===== src/rtl/rx_drain_ctrl.sv =====
// rx_drain_ctrl: drains the UART receiver's single-byte holding buffer into
// a small local FIFO, tagging each byte with framing-error and overrun flags.
// After each capture it acknowledges the receiver (host_ready), optionally
// clears the sticky framing error, then waits HOLDOFF cycles before sampling
// the receiver again so its buffer state has settled.
// Optional feature: define RX_ERR_COUNT_EN to build the saturating
// framing-error / overrun counters; otherwise both counter ports read 0.
// Handshake: the consumer pops the FIFO head on any cycle where out_valid and
// out_ready are both high; out_data/out_ferr/out_ovr are meaningful only
// while out_valid is high.
module rx_drain_ctrl #(
    parameter int DEPTH   = 4,
    parameter int HOLDOFF = 2
) (
    input  logic                     clk,
    input  logic                     rst,
    input  logic                     rx_en,
    input  logic                     flush,
    input  logic [7:0]               rx_data,
    input  logic                     rx_data_valid,
    input  logic                     framing_err,
    input  logic                     overrun,
    output logic                     host_ready,
    output logic                     clear_framing_err,
    output logic [7:0]               out_data,
    output logic                     out_ferr,
    output logic                     out_ovr,
    output logic                     out_valid,
    input  logic                     out_ready,
    output logic [$clog2(DEPTH):0]   fill,
    output logic [15:0]              ferr_count,
    output logic [15:0]              ovr_count,
    input  logic                     cnt_clear
);

    localparam int AW = $clog2(DEPTH);
    localparam int FW = AW + 1;
    localparam logic [FW-1:0] DEPTH_F = FW'(DEPTH);
    localparam logic [2:0]    HOLD_L  = 3'(HOLDOFF);

    typedef enum logic [1:0] {S_IDLE, S_ACK, S_HOLDOFF} state_t;

    state_t          state, state_nxt;
    logic [2:0]      hold_cnt;
    logic            ack_ferr;
    logic            ovr_q, ovr_rise, ovr_pend;
    logic [9:0]      mem [DEPTH];
    logic [AW-1:0]   wr_ptr, rd_ptr;
    logic [FW-1:0]   fill_q;
    logic            capture, push, pop;

    // A capture is only decided in IDLE and only when there is room, so the
    // FIFO can never be written while full.
    assign capture  = (state == S_IDLE) && rx_en && rx_data_valid && (fill_q < DEPTH_F);
    assign push     = capture && !flush;
    assign pop      = out_valid && out_ready && !flush;
    assign ovr_rise = overrun && !ovr_q;

    // Next-state and acknowledge outputs; outputs decode from the state so an
    // asynchronous reset removes host_ready at once.
    always_comb begin
        state_nxt         = state;
        host_ready        = 1'b0;
        clear_framing_err = 1'b0;
        case (state)
            S_IDLE: begin
                if (capture) state_nxt = S_ACK;
            end
            S_ACK: begin
                host_ready        = 1'b1;
                clear_framing_err = ack_ferr;
                state_nxt         = S_HOLDOFF;
            end
            S_HOLDOFF: begin
                if (hold_cnt == 3'd1) state_nxt = S_IDLE;
            end
            default: state_nxt = S_IDLE;
        endcase
    end

    // FSM state register.
    always_ff @(posedge clk or posedge rst) begin
        if (rst) state <= S_IDLE;
        else     state <= state_nxt;
    end

    // Holdoff down-counter (loaded while leaving ACK) and the ferr tag of
    // the byte being acknowledged.
    always_ff @(posedge clk or posedge rst) begin
        if (rst) begin
            hold_cnt <= 3'd0;
            ack_ferr <= 1'b0;
        end else begin
            if (capture) ack_ferr <= framing_err;
            if (state == S_ACK)
                hold_cnt <= HOLD_L;
            else if (state == S_HOLDOFF && hold_cnt != 3'd1)
                hold_cnt <= hold_cnt - 3'd1;
        end
    end

    // Overrun edge detect and pending-overrun flag; a new edge beats a clear.
    always_ff @(posedge clk or posedge rst) begin
        if (rst) begin
            ovr_q    <= 1'b0;
            ovr_pend <= 1'b0;
        end else begin
            ovr_q <= overrun;
            if (ovr_rise)              ovr_pend <= 1'b1;
            else if (capture || flush) ovr_pend <= 1'b0;
        end
    end

    // Circular FIFO storage, pointers and occupancy; flush wins over push/pop.
    always_ff @(posedge clk or posedge rst) begin
        if (rst) begin
            for (int i = 0; i < DEPTH; i++) mem[i] <= 10'd0;
            wr_ptr <= '0;
            rd_ptr <= '0;
            fill_q <= '0;
        end else if (flush) begin
            wr_ptr <= '0;
            rd_ptr <= '0;
            fill_q <= '0;
        end else begin
            if (push) begin
                mem[wr_ptr] <= {ovr_pend, framing_err, rx_data};
                wr_ptr      <= wr_ptr + 1'b1;
            end
            if (pop) rd_ptr <= rd_ptr + 1'b1;
            case ({push, pop})
                2'b10:   fill_q <= fill_q + 1'b1;
                2'b01:   fill_q <= fill_q - 1'b1;
                default: fill_q <= fill_q;
            endcase
        end
    end

    assign {out_ovr, out_ferr, out_data} = mem[rd_ptr];
    assign out_valid = (fill_q != '0);
    assign fill      = fill_q;

`ifdef RX_ERR_COUNT_EN
    logic [15:0] ferr_q, ovr_cnt_q;

    // Saturating error counters; clear takes priority over an increment.
    always_ff @(posedge clk or posedge rst) begin
        if (rst) begin
            ferr_q    <= 16'd0;
            ovr_cnt_q <= 16'd0;
        end else if (cnt_clear) begin
            ferr_q    <= 16'd0;
            ovr_cnt_q <= 16'd0;
        end else begin
            if (capture && framing_err && ferr_q != 16'hFFFF) ferr_q <= ferr_q + 16'd1;
            if (ovr_rise && ovr_cnt_q != 16'hFFFF) ovr_cnt_q <= ovr_cnt_q + 16'd1;
        end
    end

    assign ferr_count = ferr_q;
    assign ovr_count  = ovr_cnt_q;
`else
    logic unused_cnt_clear;
    assign unused_cnt_clear = cnt_clear;
    assign ferr_count = 16'd0;
    assign ovr_count  = 16'd0;
`endif

endmodule


===== config.mk =====
export PLATFORM = sky130hd
export DESIGN_NAME = rx_drain_ctrl
export DESIGN_NICKNAME = d
export VERILOG_FILES = /design/src/rtl/rx_drain_ctrl.sv
export SDC_FILE = /design/constraint.sdc
export NUM_CORES = 1
export LEC_CHECK = 0
export CAP_MARGIN = 0
export CORE_MARGIN = 8
export CORE_UTILIZATION = 40
export DETAILED_ROUTE_END_ITERATION = 12
export PLACE_DENSITY = 0.65
export RECOVER_POWER = 100
export SYNTH_ARGS = -nofsm -noshare
export SYNTH_HDL_FRONTEND = slang
export SYNTH_SLANG_ARGS = --single-unit

===== constraint.sdc =====
create_clock -name clk -period 6.9 [get_ports clk]
set_input_delay 0.69 -clock clk [delete_from_list [all_inputs] [get_ports clk]]
set_output_delay 0.69 -clock clk [all_outputs]
set_load 0.005 [all_outputs]

**After elaboration in Yosys (flattened, before gate mapping)**

Cells that the tools add are included.

- Bits in registers: 55
- Input port bits: 17
- Output and inout port bits: 48

- $add $sub $neg: 5
- $lt $le $gt $ge: 4
- Eq/ne operators: 8
- Mux-type cells: 21
- Bitwise logic cells: 3
- Reductions and logical operators: 21

Operators by type and width:

| cell | number |
|---|---|
| 40-bit bitwise mux | 1 |
| 10-bit 2-to-1 mux | 3 |
| 10-bit binary-select mux with 2-bit select | 1 |
| 10-bit demux with 2-bit select | 1 |
| 2-bit 2-to-1 mux | 6 |
| 1-bit logical AND | 9 |
| 3-bit 2-to-1 mux | 3 |
| 2-bit nonzero test | 4 |
| 3-bit greater-or-equal comparator, second input constant | 2 |
| 2-bit NOT with 3-bit output | 2 |
| 2-bit one-hot mux with 3 select lines | 1 |
| 3-bit one-hot mux with 2 select lines | 1 |
| 3-bit nonzero test | 2 |
| 3-bit by 1-bit subtractor with 3-bit output, second input constant | 2 |
| 2-bit by 1-bit adder with 2-bit output, second input constant | 2 |
| 2-bit by 1-bit equality test with 1-bit output, second input constant | 2 |
| 2-bit equality test, second input constant | 2 |
| 1-bit 2-to-1 mux | 4 |
| 2-bit != test, second input constant | 2 |
| 2-bit AND reduction | 2 |
| 3-bit by 1-bit adder with 3-bit output, second input constant | 1 |
| 3-bit by 1-bit equality test with 1-bit output, second input constant | 1 |
| 3-bit by 1-bit less-than comparator with 1-bit output, second input constant | 1 |
| 3-bit less-than comparator, second input constant | 1 |
| other kinds (5) | 6 |

**Longest topological paths before layout**

- Depth in word-level cells: 8
- Gate-level depth with buffers: 9
- Depth with buffers taken out: 8

**Least setup slack after synthesis**

No wires, ideal clock.

- Kind: input to register
- Start point: input rx_en
- End point: register fill_q[2], in the netlist fill[2]
- Setup time: 125 ps
- Arrival time: 2251 ps
- Required time: 6775 ps
- Path slack: 4524 ps
- Stages: 8
- Path buffers: 0
- Cell sequence: nor4b_4 -> nand2_1 -> inv_1 -> nor3_1 -> fa_1 -> and3_1 -> a22oi_1 -> mux2_2

- Longest elaborated chain between the ends: 7
- Elaborated cells between the ends (all ways): 9
- Those cells by class: 2 x eq/ne; 2 x mux; 5 x reduce/logical

Ends and longest elaborated chain:

| item | RTL line | RTL |
|---|---|---|
| start: declaration | 17 | `input logic rx_en,` |
| 1-bit logical AND (*) (3 in a row) | 54 | `assign capture = (state == S_IDLE) && rx_en && rx_data_valid && (fill_q < DEPTH_F);` |
| 1-bit logical AND (*) | 55 | `assign push = capture && !flush;` |
| 2-bit by 1-bit equality test with 1-bit output / 2-bit equality test (equally long branches) | 131 | `case ({push, pop})` |
| 3-bit one-hot mux with 2 select lines | 131 |  |
| 3-bit 2-to-1 mux | 121 | `end else if (flush) begin` |
| end signal: assignment | 132 | `2'b10: fill_q <= fill_q + 1'b1;` |
| end signal: assignment | 133 | `2'b01: fill_q <= fill_q - 1'b1;` |
| end signal: assignment | 134 | `default: fill_q <= fill_q;` |
| end: declaration | 49 | `logic [FW-1:0] fill_q;` |

Mark *: on every way between the ends. The rest lies on a longest branch, timed or not.
A chain may end at the register's enable or synchronous reset.

==> flow_metrics.env <==
export IMPL_grt_max_degree=56
export IMPL_vias=1563
export IMPL_ctsResizeCount=0
export IMPL_synthTopCellsByArea="dfrtp_1 45%, mux2_4 20%, buf_4 7.9%"
export IMPL_syn_avg_cell_area_um2=14.2
export IMPL_status="complete, but fails checks"
export IMPL_whs_endpoint="ovr_pend"
export IMPL_post_layout_nonfiller_instances=346
export IMPL_synth_most_common_cell="dfrtp_1"
export IMPL_drt_iter0_markers=41
export IMPL_post_cts_buffers=0
export IMPL_syn_to_final_growth_pct=5.20
export IMPL_synth_largest_area_cell="dfrtp_1"
export IMPL_io_pins=65
export IMPL_synth_ff_type="dfrtp_1"
export IMPL_dieWidth_um=103
export IMPL_dp_slack_ns=3.84
export IMPL_synthCells=213
export IMPL_drive_above_1_share=0.105
export IMPL_cts_buffers=5
export IMPL_grt_ovfl_total=0
export IMPL_max_clock_freq_mhz=285
export IMPL_rows=31
export IMPL_slew_viol_final=56
export IMPL_finalCritPeriodShare=0.509
export IMPL_antenna_found_initial=0
export IMPL_clkSlewWorstSetupHoldPaths_ns=0.10
export IMPL_synth_edf_count=0
export IMPL_yosys_cell_types_count=38
export IMPL_detail_route_wl_per_cell_um=15.2
export IMPL_r2r_cells=8
export IMPL_slowest_delay_ns=2.03
export IMPL_grt_pass1_wl_mm=8.70
export IMPL_cts_hold_buf=0
export IMPL_failed_checks="capacitance limit, slew limit"
export IMPL_crit_fanout=55
export IMPL_dieArea_um2=10600
export IMPL_grt_use_total=0.108
export IMPL_antenna_left=0
export IMPL_power_leakage_nw=1.55
export IMPL_drtPass1Iterations=3
export IMPL_async_reset_ff_frac=1.00
export IMPL_finalHoldViolations=0
export IMPL_final_nets=270
export IMPL_clkSinkCount=55
export IMPL_r2r_start="state[1]"
export IMPL_ys_seq_elements=55
export IMPL_syn_cell_area_um2=3030
export IMPL_setup_viol=0
export IMPL_fin_ws_ns=3.39
export IMPL_cp_data_arrival_time_ns=3.32
export IMPL_relSlewSlack=-0.918
export IMPL_place_inst=338
export IMPL_ir_drop_mv=0.102
export IMPL_crit_type="primary input to async pin"
export IMPL_cts_tree="done"
export IMPL_ys_warn_count=0
export IMPL_reg2reg_slack_ns=4.24
export IMPL_fp_dieH_um=103
export IMPL_cts_max_level=2
export IMPL_cp_top_family="buffers and inverters"
export IMPL_path_cells="dlygate4sd3_1, clkinv_1, clkbuf_1"
export IMPL_min_from="ovr_q"
export IMPL_core_area_um2=7290
export IMPL_hp_class="flop to flop"
export IMPL_portBuffers=31
export IMPL_power_density_nw_per_um2=324
export IMPL_min_path_cells=1
export IMPL_drc_errors=0
export IMPL_initial_core_util=0.415
export IMPL_skew_ns=0.0138
export IMPL_required_ns=6.70
export IMPL_yosysTopAreaCellShare=0.454
export IMPL_gp_congestion=0.728
export IMPL_insertion_delay_ns=0.32
export IMPL_timing_rr_end="fill[2]"
export IMPL_maxCapViolCount=1
export IMPL_startpoint_type="primary input"
export IMPL_synth_common_cells="55 x dfrtp_1, 40 x mux2_4, 32 x buf_4, 10 x inv_1, 10 x mux4_2"
export IMPL_cts_root_buf="clkbuf_8"
export IMPL_routed_via_density=4.52
export IMPL_min_period_ns=3.51
export IMPL_yosysSeqAreaShare=0.454
export IMPL_grt_pass1_vias=1712
export IMPL_critPathBufInv=3
export IMPL_clockBufferDepth=2
export IMPL_rsz0062_at_grt="false"
export IMPL_cp_slowest_cell="clkbuf_1"
export IMPL_hpwl_mm=3.78
export IMPL_final_util=0.437
export IMPL_tightest_slew_ns=2.88
export IMPL_wirelength_mm=5.26
export IMPL_diodes=0
export IMPL_fin_tns_setup_ns=0
export IMPL_end_kind="async pin"
## logic make-up (layout without fill, tap and decap cells)
| family | after synthesis | count (layout) | synth area share |
|---|---|---|---|
| flip-flops | 55 | 55 | 0.454 |
| multiplexers | 54 | 54 | 0.287 |
| buffers and inverters | 47 | 50 | 0.103 |
| AND/OR/NAND/NOR | 34 | 34 | 0.0818 |
| AO/OA/AOI/OAI | 11 | 11 | 0.0293 |
| adder cells (fa/ha/maj) | 7 | 7 | 0.0314 |
| XOR/XNOR | 4 | 4 | 0.0116 |
| other | 1 | 32 | 0.00124 |
## power by group
group / internal (mW) / switching [mW] / total [mW]
sequential: 0.402 / 0.0830 / 0.485
clock: 0.0742 / 0.111 / 0.185
combinational: 0.232 / 0.131 / 0.364
total: 0.708 / 0.325 / 1.03
## through the flow
stage | instance area, um^2 | hold slack [ns] | power (mW)
2_1_floorplan | 3150 | 0.415 | 0.782
3_3_place_gp | 3310 | 0.423 | 0.935
3_5_place_dp | 3310 | 0.439 | 0.948
4_1_cts | 3410 | 0.454 | 1.14
5_1_grt | 3190 | 0.476 | 1.11
6_report | 3190 | 0.457 | 1.03
## worst reg2reg max path, delay by kind of cell, from the launching register on
family,cells,cell delay [ns]
flip-flops,1,0.48
AND/OR/NAND/NOR,4,0.95
AO/OA/AOI/OAI,1,0.15
adder cells (fa/ha/maj),1,0.40
buffers and inverters,1,0.23
multiplexers,1,0.35
## sequential cells by signal, summed over array words and instances, names as in the netlist
| register | cells |
|---|---|
| ovr_pend | 1 |
| rd_ptr | 2 |
| state | 2 |
| ovr_q | 1 |
| mem | 40 |
| wr_ptr | 2 |
| ack_ferr | 1 |
| hold_cnt | 3 |
| fill | 3 |
## cell usage in the layout (no fill, tap or decap), drive strengths merged, types with 3 or more instances in the layout
| master | count |
|---|---|
| dfrtp | 55 |
| nor2 | 7 |
| clkbuf | 6 |
| conb | 32 |
| nor2b | 3 |
| inv | 11 |
| clkdlybuf4s50 | 12 |
| mux4 | 10 |
| dlygate4sd3 | 19 |
| nand2b | 4 |
| mux2 | 43 |
| ha | 6 |
| nand2 | 12 |
## area by class of cell
class | instances | area [um^2]
Fill cell | 727 | 4110
Tap cell | 99 | 124
Timing Repair Buffer | 32 | 314
Clock buffer | 5 | 68.8
Clock inverter | 3 | 25.0
Inverter | 10 | 37.5
Multi-Input combinational cell | 142 | 1240
Sequential cell | 55 | 1380
## how the worst max path moves through the flow
stage,cells after the start,slack [ns],start,endpoint
after global routing,3,2.68,rst,hold_cnt[1]
final,3,3.39,rst,hold_cnt[1]
after CTS,2,3.90,rd_ptr[0],out_ovr
after floorplan,8,4.52,rx_en,fill[2]
after global placement,9,3.85,rx_en,fill[2]
after detailed placement,9,3.84,rx_en,fill[2]
## layer usage
metal	global-route usage	routed length, um
met1	0.130	2340
met2	0.177	2560
met3	0.0257	251
met4	0.0534	105
met5	0	0
Power figures use the tool's default switching activity.
